### config.mk
export PLATFORM = sky130hd
export DESIGN_NAME = pipe_mux
export DESIGN_NICKNAME = d
export VERILOG_FILES = /design/src/rtl/pipe_mux_pkg.sv /design/src/rtl/rr_arbiter.sv /design/src/rtl/pipe_mux.sv
export SDC_FILE = /design/constraint.sdc
export NUM_CORES = 1
export LEC_CHECK = 0
export ABC_AREA = 1
export CORE_AREA = 2 2 123 125
export DETAILED_ROUTE_END_ITERATION = 6
export DIE_AREA = 0 0 125 127
export PLACE_DENSITY = 0.67
export RECOVER_POWER = 100
export SLEW_MARGIN = 20
export SYNTH_ARGS = -nofsm -noshare
export SYNTH_HDL_FRONTEND = slang
export SYNTH_HIERARCHICAL = 1
export SYNTH_SLANG_ARGS = --single-unit
export TNS_END_PERCENT = 10
### constraint.sdc
create_clock -name clk -period 1.6 [get_ports clk]
set_input_delay 0.16 -clock clk [delete_from_list [all_inputs] [get_ports clk]]
set_output_delay 0.16 -clock clk [all_outputs]
set_load 0.02 [all_outputs]
### src/rtl/pipe_mux_pkg.sv
// Shared constants for pipe_mux: arbitration mode encodings and the
// select/channel-index width derived from the channel count.
package pipe_mux_pkg;

  localparam int MODE_SEL = 0;
  localparam int MODE_RR  = 1;

  // Width of sel/out_ch/ptr: max(1, clog2(n)).
  function automatic int sel_width(input int n);
    return (n > 1) ? $clog2(n) : 1;
  endfunction

endpackage

### src/rtl/rr_arbiter.sv
// Round-robin grant: lowest-index requester found by searching upward from
// ptr and wrapping past N-1; purely combinational.
module rr_arbiter
  import pipe_mux_pkg::*;
#(
  parameter int N  = 8,
  parameter int SW = sel_width(N)
) (
  input  logic [N-1:0]  req,
  input  logic [SW-1:0] ptr,
  output logic [N-1:0]  grant,
  output logic [SW-1:0] grant_idx,
  output logic          any
);

  int idx;

  // Walk offsets from the far end back to ptr so the nearest requester wins.
  always_comb begin
    grant     = '0;
    grant_idx = '0;
    any       = 1'b0;
    idx       = 0;
    for (int i = N - 1; i >= 0; i--) begin
      idx = (int'(ptr) + i) % N;
      if (req[idx]) begin
        grant     = N'(1) << idx;
        grant_idx = SW'(idx);
        any       = 1'b1;
      end
    end
  end

endmodule

### src/rtl/pipe_mux.sv
// N-to-1 pipelined mux with a single-entry registered output stage, explicit
// or round-robin selection. Define PIPE_MUX_SEL_CHECK_EN for sticky sel range error.
module pipe_mux
  import pipe_mux_pkg::*;
#(
  parameter int N    = 8,
  parameter int W    = 32,
  parameter int MODE = MODE_SEL,
  localparam int SW  = sel_width(N)
) (
  input  logic           clk,
  input  logic           rst_n,
  input  logic [N-1:0]   in_valid,
  input  logic [N*W-1:0] in_data,
  output logic [N-1:0]   in_ready,
  input  logic [SW-1:0]  sel,
  output logic           out_valid,
  output logic [W-1:0]   out_data,
  output logic [SW-1:0]  out_ch,
  input  logic           out_ready,
  output logic           sel_err
);

  logic          out_valid_q, out_valid_d;
  logic [W-1:0]  out_data_q, out_data_d;
  logic [SW-1:0] out_ch_q, out_ch_d;
  logic [SW-1:0] ptr_q, ptr_d;

  logic [N-1:0]  grant_oh;
  logic [SW-1:0] grant_idx;
  logic          grant_any;
  logic          can_accept;
  logic          push;
  logic [W-1:0]  sel_data;
  logic          unused_sel;

  assign unused_sel = ^sel;

  generate
    if (MODE == MODE_RR) begin : g_rr
      rr_arbiter #(.N(N), .SW(SW)) u_arb (
        .req       (in_valid),
        .ptr       (ptr_q),
        .grant     (grant_oh),
        .grant_idx (grant_idx),
        .any       (grant_any)
      );
    end else begin : g_sel
      // An out-of-range sel shifts the one-hot off the top: no grant.
      assign grant_oh  = N'(1) << sel;
      assign grant_idx = sel;
      assign grant_any = |grant_oh;
    end
  endgenerate

  assign can_accept = !out_valid_q || out_ready;
  assign in_ready   = grant_oh & {N{can_accept && grant_any && rst_n}};
  assign push       = |(in_ready & in_valid);

  always_comb begin
    sel_data = '0;
    for (int k = 0; k < N; k++) begin
      if (grant_oh[k]) sel_data = in_data[k*W +: W];
    end
  end

  always_comb begin
    out_valid_d = out_valid_q;
    out_data_d  = out_data_q;
    out_ch_d    = out_ch_q;
    ptr_d       = ptr_q;
    if (push) begin
      out_valid_d = 1'b1;
      out_data_d  = sel_data;
      out_ch_d    = grant_idx;
      if (MODE == MODE_RR) ptr_d = SW'((int'(grant_idx) + 1) % N);
    end else if (out_ready) begin
      out_valid_d = 1'b0;
    end
  end

  always_ff @(posedge clk or negedge rst_n) begin
    if (!rst_n) begin
      out_valid_q <= 1'b0;
      out_data_q  <= '0;
      out_ch_q    <= '0;
      ptr_q       <= '0;
    end else begin
      out_valid_q <= out_valid_d;
      out_data_q  <= out_data_d;
      out_ch_q    <= out_ch_d;
      ptr_q       <= ptr_d;
    end
  end

  assign out_valid = out_valid_q;
  assign out_data  = out_data_q;
  assign out_ch    = out_ch_q;

`ifdef PIPE_MUX_SEL_CHECK_EN
  logic sel_err_q, sel_err_d;

  assign sel_err_d = sel_err_q || ((MODE == MODE_SEL) && (int'(sel) >= N));

  always_ff @(posedge clk or negedge rst_n) begin
    if (!rst_n) sel_err_q <= 1'b0;
    else        sel_err_q <= sel_err_d;
  end

  assign sel_err = sel_err_q;
`else
  assign sel_err = 1'b0;
`endif

endmodule

* Yosys cells after proc, flatten, opt, wreduce, memory -nomap -nowiden
Index checks and enable logic that the tools add are counted.
Storage, ports and cells: flip-flop bits (word level) 36, bits of input ports 270, output and inout bits 45, logic and storage cells 23
Cells by class: shifts and indexed selects 1, multiplexer cells 10, bitwise logic cells 2, reduce and logical (&&, ||, !) cells 7
Operator list (count):
- 32-bit two-way mux | 8
- 8-bit AND | 2
- 8-bit OR reduction | 2
- 1-bit by 3-bit << shifter with 8-bit output (first input constant) | 1
- 1-bit logical AND | 2
- 1-bit two-way mux | 2
- 2-bit nonzero test | 1
- 1-bit logical NOT | 1
- 1-bit logical OR | 1

* Longest topological paths before layout
Gate-level depths: netlist of the first run.
word-level depth 9, depth in mapped cells 12, mapped depth without buffers 10

* Worst setup path before layout of the first run
Ideal clock, no wire load.
path type register to output, start reg out_valid_q, in the netlist out_valid, end out in_ready[0], arrival 1.401 ns, slack 0.039 ns, cell stages (with the launch flop) 4, path buffers 0, cells stage by stage dfrtp_1 -> a21oi_2 -> inv_1 -> nor3_1
Between the ends: cells in the longest elaborated chain, start to end 5
Ends and longest elaborated chain:
- start: declaration | RTL line pipe_mux.sv:24 | logic out_valid_q, out_valid_d;
- start signal: assignment | RTL line pipe_mux.sv:89 | out_valid_q <= out_valid_d;
- 1-bit logical NOT | RTL line pipe_mux.sv:56 | assign can_accept = !out_valid_q || out_ready;
- 1-bit logical OR | RTL line pipe_mux.sv:56
- 1-bit logical AND (2 in a row) | RTL line pipe_mux.sv:57 | assign in_ready = grant_oh & {N{can_accept && grant_any && rst_n}};
- 8-bit AND | RTL line pipe_mux.sv:57
- end: declaration | RTL line pipe_mux.sv:15 | output logic [N-1:0] in_ready,
No other way between the ends.

* Final worst setup path of the first run
start in out_ready, end reg out_data_q[16], in the netlist out_data[16]
Between the ends: cells in the longest elaborated chain, start to end 6
Ends and longest elaborated chain:
- start: declaration | RTL line pipe_mux.sv:20 | input logic out_ready,
- 1-bit logical OR | RTL line pipe_mux.sv:56
- 1-bit logical AND (2 in a row) | RTL line pipe_mux.sv:57
- 8-bit AND | RTL line pipe_mux.sv:57
- 8-bit AND | RTL line pipe_mux.sv:58 | assign push = |(in_ready & in_valid);
- 8-bit OR reduction | RTL line pipe_mux.sv:58
- end signal: assignment | RTL line pipe_mux.sv:90 | out_data_q <= out_data_d;
- end: declaration | RTL line pipe_mux.sv:25 | logic [W-1:0] out_data_q, out_data_d;
No other way between the ends. A chain may end at the register's enable or synchronous reset.

==> results.ini, run 1 <==
[finish]
area_growth_pct=100
final_common_cell=clkdlybuf4s50_1
final_core_util_pct=51.2
final_layout_size_suffix_gt1_share_pct=8.22
most-common-layout-cells=266 x clkdlybuf4s50_1, 194 x nand2_1, 97 x nand3_1, 83 x nor2_1, 69 x nand4_1
fillers=1463
final_area_sq_um=7390
diodes=0
nets=1233

[worst_setup_path]
cp_slowest_stage_delay_ps=450
critical-path-top-delay-family=buffers and inverters
startpoint_type=input pin
cp-startpoint=out_ready
path_buf_inv=5
cp.arrival_ps=1810
crit-reg2reg-launch=out_valid
worst_path_max_delay_cell=clkdlybuf4s50_1
path_cells=clkdlybuf4s50_1 -> inv_1 -> a21oi_2 -> buf_6 -> nand3_1 -> nand2_2 -> nor2_4 -> nand2_4 -> buf_12 -> buf_6 -> nand3_1 -> nand2_1
cp_max_fo=8
crit_type=in2reg
worstPathRequired_ps=1810
end_kind=flip-flop

[floorplan]
rows=44
fp.coreArea_sq_um=14400
dieArea_sq_um=15900
initial_core_util_pct=25.6
die_w_microns=125
die_h_microns=127
num_io_pins=315

[sta]
worstMarginPinSlew_ps=961
setup_ws_ps=5.19
period_minus_slack_ps=1590
hold_violations=0
rsz0062_at_grt=yes
finalClockSkew_ps=4.97
holdWs_ps=307
setup_viol=0
slew_headroom_pct=36.0
fmax_mhz=627
drv_slew=0
post-route-period-util_pct=99.7

[place]
place_ws_ps=-396
gp_congestion=0.929
io_buffers=313
dpl_cell_area_sq_um=7210
dp_hpwl_mm=14.8

[routing]
wl_mm=18.9
first_pass_iters=5
drt_iter0_drc=212
postRouteAntennaNets=0
via_count=5532
drc=0
wire_per_inst_microns=16.5
vias_per_cell=4.83

[pwr]
pwr_density_cell_nw_per_um2=656
leakage_nw=3.35
peakVddDrop_v=0.000434

[global_route]
grt_pass1_wl_mm=28.3
track_usage_pct=22.5
overflow=0
antenna_found_initial=0
grt_pass1_vias=5400
grt_max_degree=37

[clock_tree]
cts_tree=yes
cts-buffers-inserted=5
cts-root-buf=clkbuf_16
cts_sinks=36
clkTransAtPathRegs_ps=50
clk_latency_ps=280
clockBufferDepth=2
h-tree-depth=2

[hold_path]
hold_path_class=in2async

[synth]
synth_cell_types=26
yosysTopAreaCell=dfrtp_1
synth-seq-area-share_pct=24.4
synthCells=650
synth_seq_cells=36
syn-cell-area_sq_um=3690
syn_area_per_cell_sq_um=5.68
syn_nets=920
yosysWarnings=6
synth_top_area_share_pct=24.4
synth_area_leaders=dfrtp_1 24%, nand2_1 20%, nand3_1 13%

[run_status]
outcome=finished, final reports clean

[job]
maxCapViolCount=0

state kept, by name, summed over array words and instances, names as in the netlist:
name and cells:
out_valid 1, out_data 32, out_ch 3
stage by stage:
step | total power [mW] | TNS [ps] | cells
2_1_floorplan | 2.41 | 0 | 650
3_3_place_gp | 4.02 | -14760 | 1136
3_5_place_dp | 4.04 | -15550 | 1136
4_1_cts | 4.96 | -1.59 | 1141
5_1_grt | 5.15 | -2530 | 1145
6_report | 4.85 | 0 | 1145
cell usage after synthesis:
library cell,count
a21oi_2,1
nor2_2,1
o21ai_1,1
nand2_4,1
nand3_1,99
nor2_8,1
buf_2,12
buf_4,2
nand4_1,69
nand2_1,197
clkbuf_1,17
nor3_1,7
inv_2,1
nand2_2,4
buf_1,11
conb_1,1
buf_6,5
nor2_1,86
inv_6,1
o21ai_0,1
nor2_4,3
inv_1,63
buf_8,1
dfrtp_1,36
inv_4,2
a21oi_1,27
what timing repair did:
| item | in CTS | in global routing |
|---|---|---|
| hold buffers | 0 | 0 |
| gates cloned | 0 | 2 |
| pin swaps | 0 | 5 |
| resized for setup | 36 | 20 |
| buffers inserted | 0 | 2 |
| setup endpoints to repair | 44 | 44 |
final timing paths:
| check | endpoint | slack [ps] | depth (start not counted) |
|---|---|---|---|
| max in group asynchronous | out_data[25] | 700 | 2 |
| setup reg to reg | out_data[16] | 5 | 10 |
| min in group clk | out_ch[1] | 370 | 4 |
| hold reg to reg | out_data[29] | 470 | 2 |
| setup / recovery | out_data[16] | 5 | 12 |
| hold / removal | out_data[17] | 310 | 2 |
cell families (layout without fill, tap and decap cells):
group,after synthesis,in the layout,share of synthesized area [%]
flops,36,36,24.4
compound gates,30,30,4.17
other cells,1,1,0.102
buf+inv,115,426,13.9
simple gates,468,468,57.4
per-layer routing:
layer	vias up	part of all wire (%)	track usage, %
met2	269	50	40.9
met5	-	0	0
li1	2740	-	-
met1	2493	39	26.0
met4	0	2.3	6.34
met3	30	8.7	6.07
power by group:
part	total (mW)	internal, mW	switching, mW
Sequential	1.34	1.19	0.149
Clock	0.890	0.550	0.341
Combinational	2.62	1.35	1.27
Total	4.85	3.09	1.76
area by class of cell:
class | count | area [sq um] | share of cell area (%)
clock buffer | 5 | 125 | 1.69
timing repair buffer | 354 | 3550 | 48.0
multi-input combinational | 499 | 2320 | 31.4
tap | 184 | 230 | 3.11
sequential | 36 | 901 | 12.2
inverter | 67 | 264 | 3.57
Power figures use the tool's default switching activity.
==> run 2, diff against run 1 <==
Settings changed: SLEW_MARGIN 20 to 10.
==> results of run 2 <==
The final DEF is identical to that of run 1; final timing and power are the same.
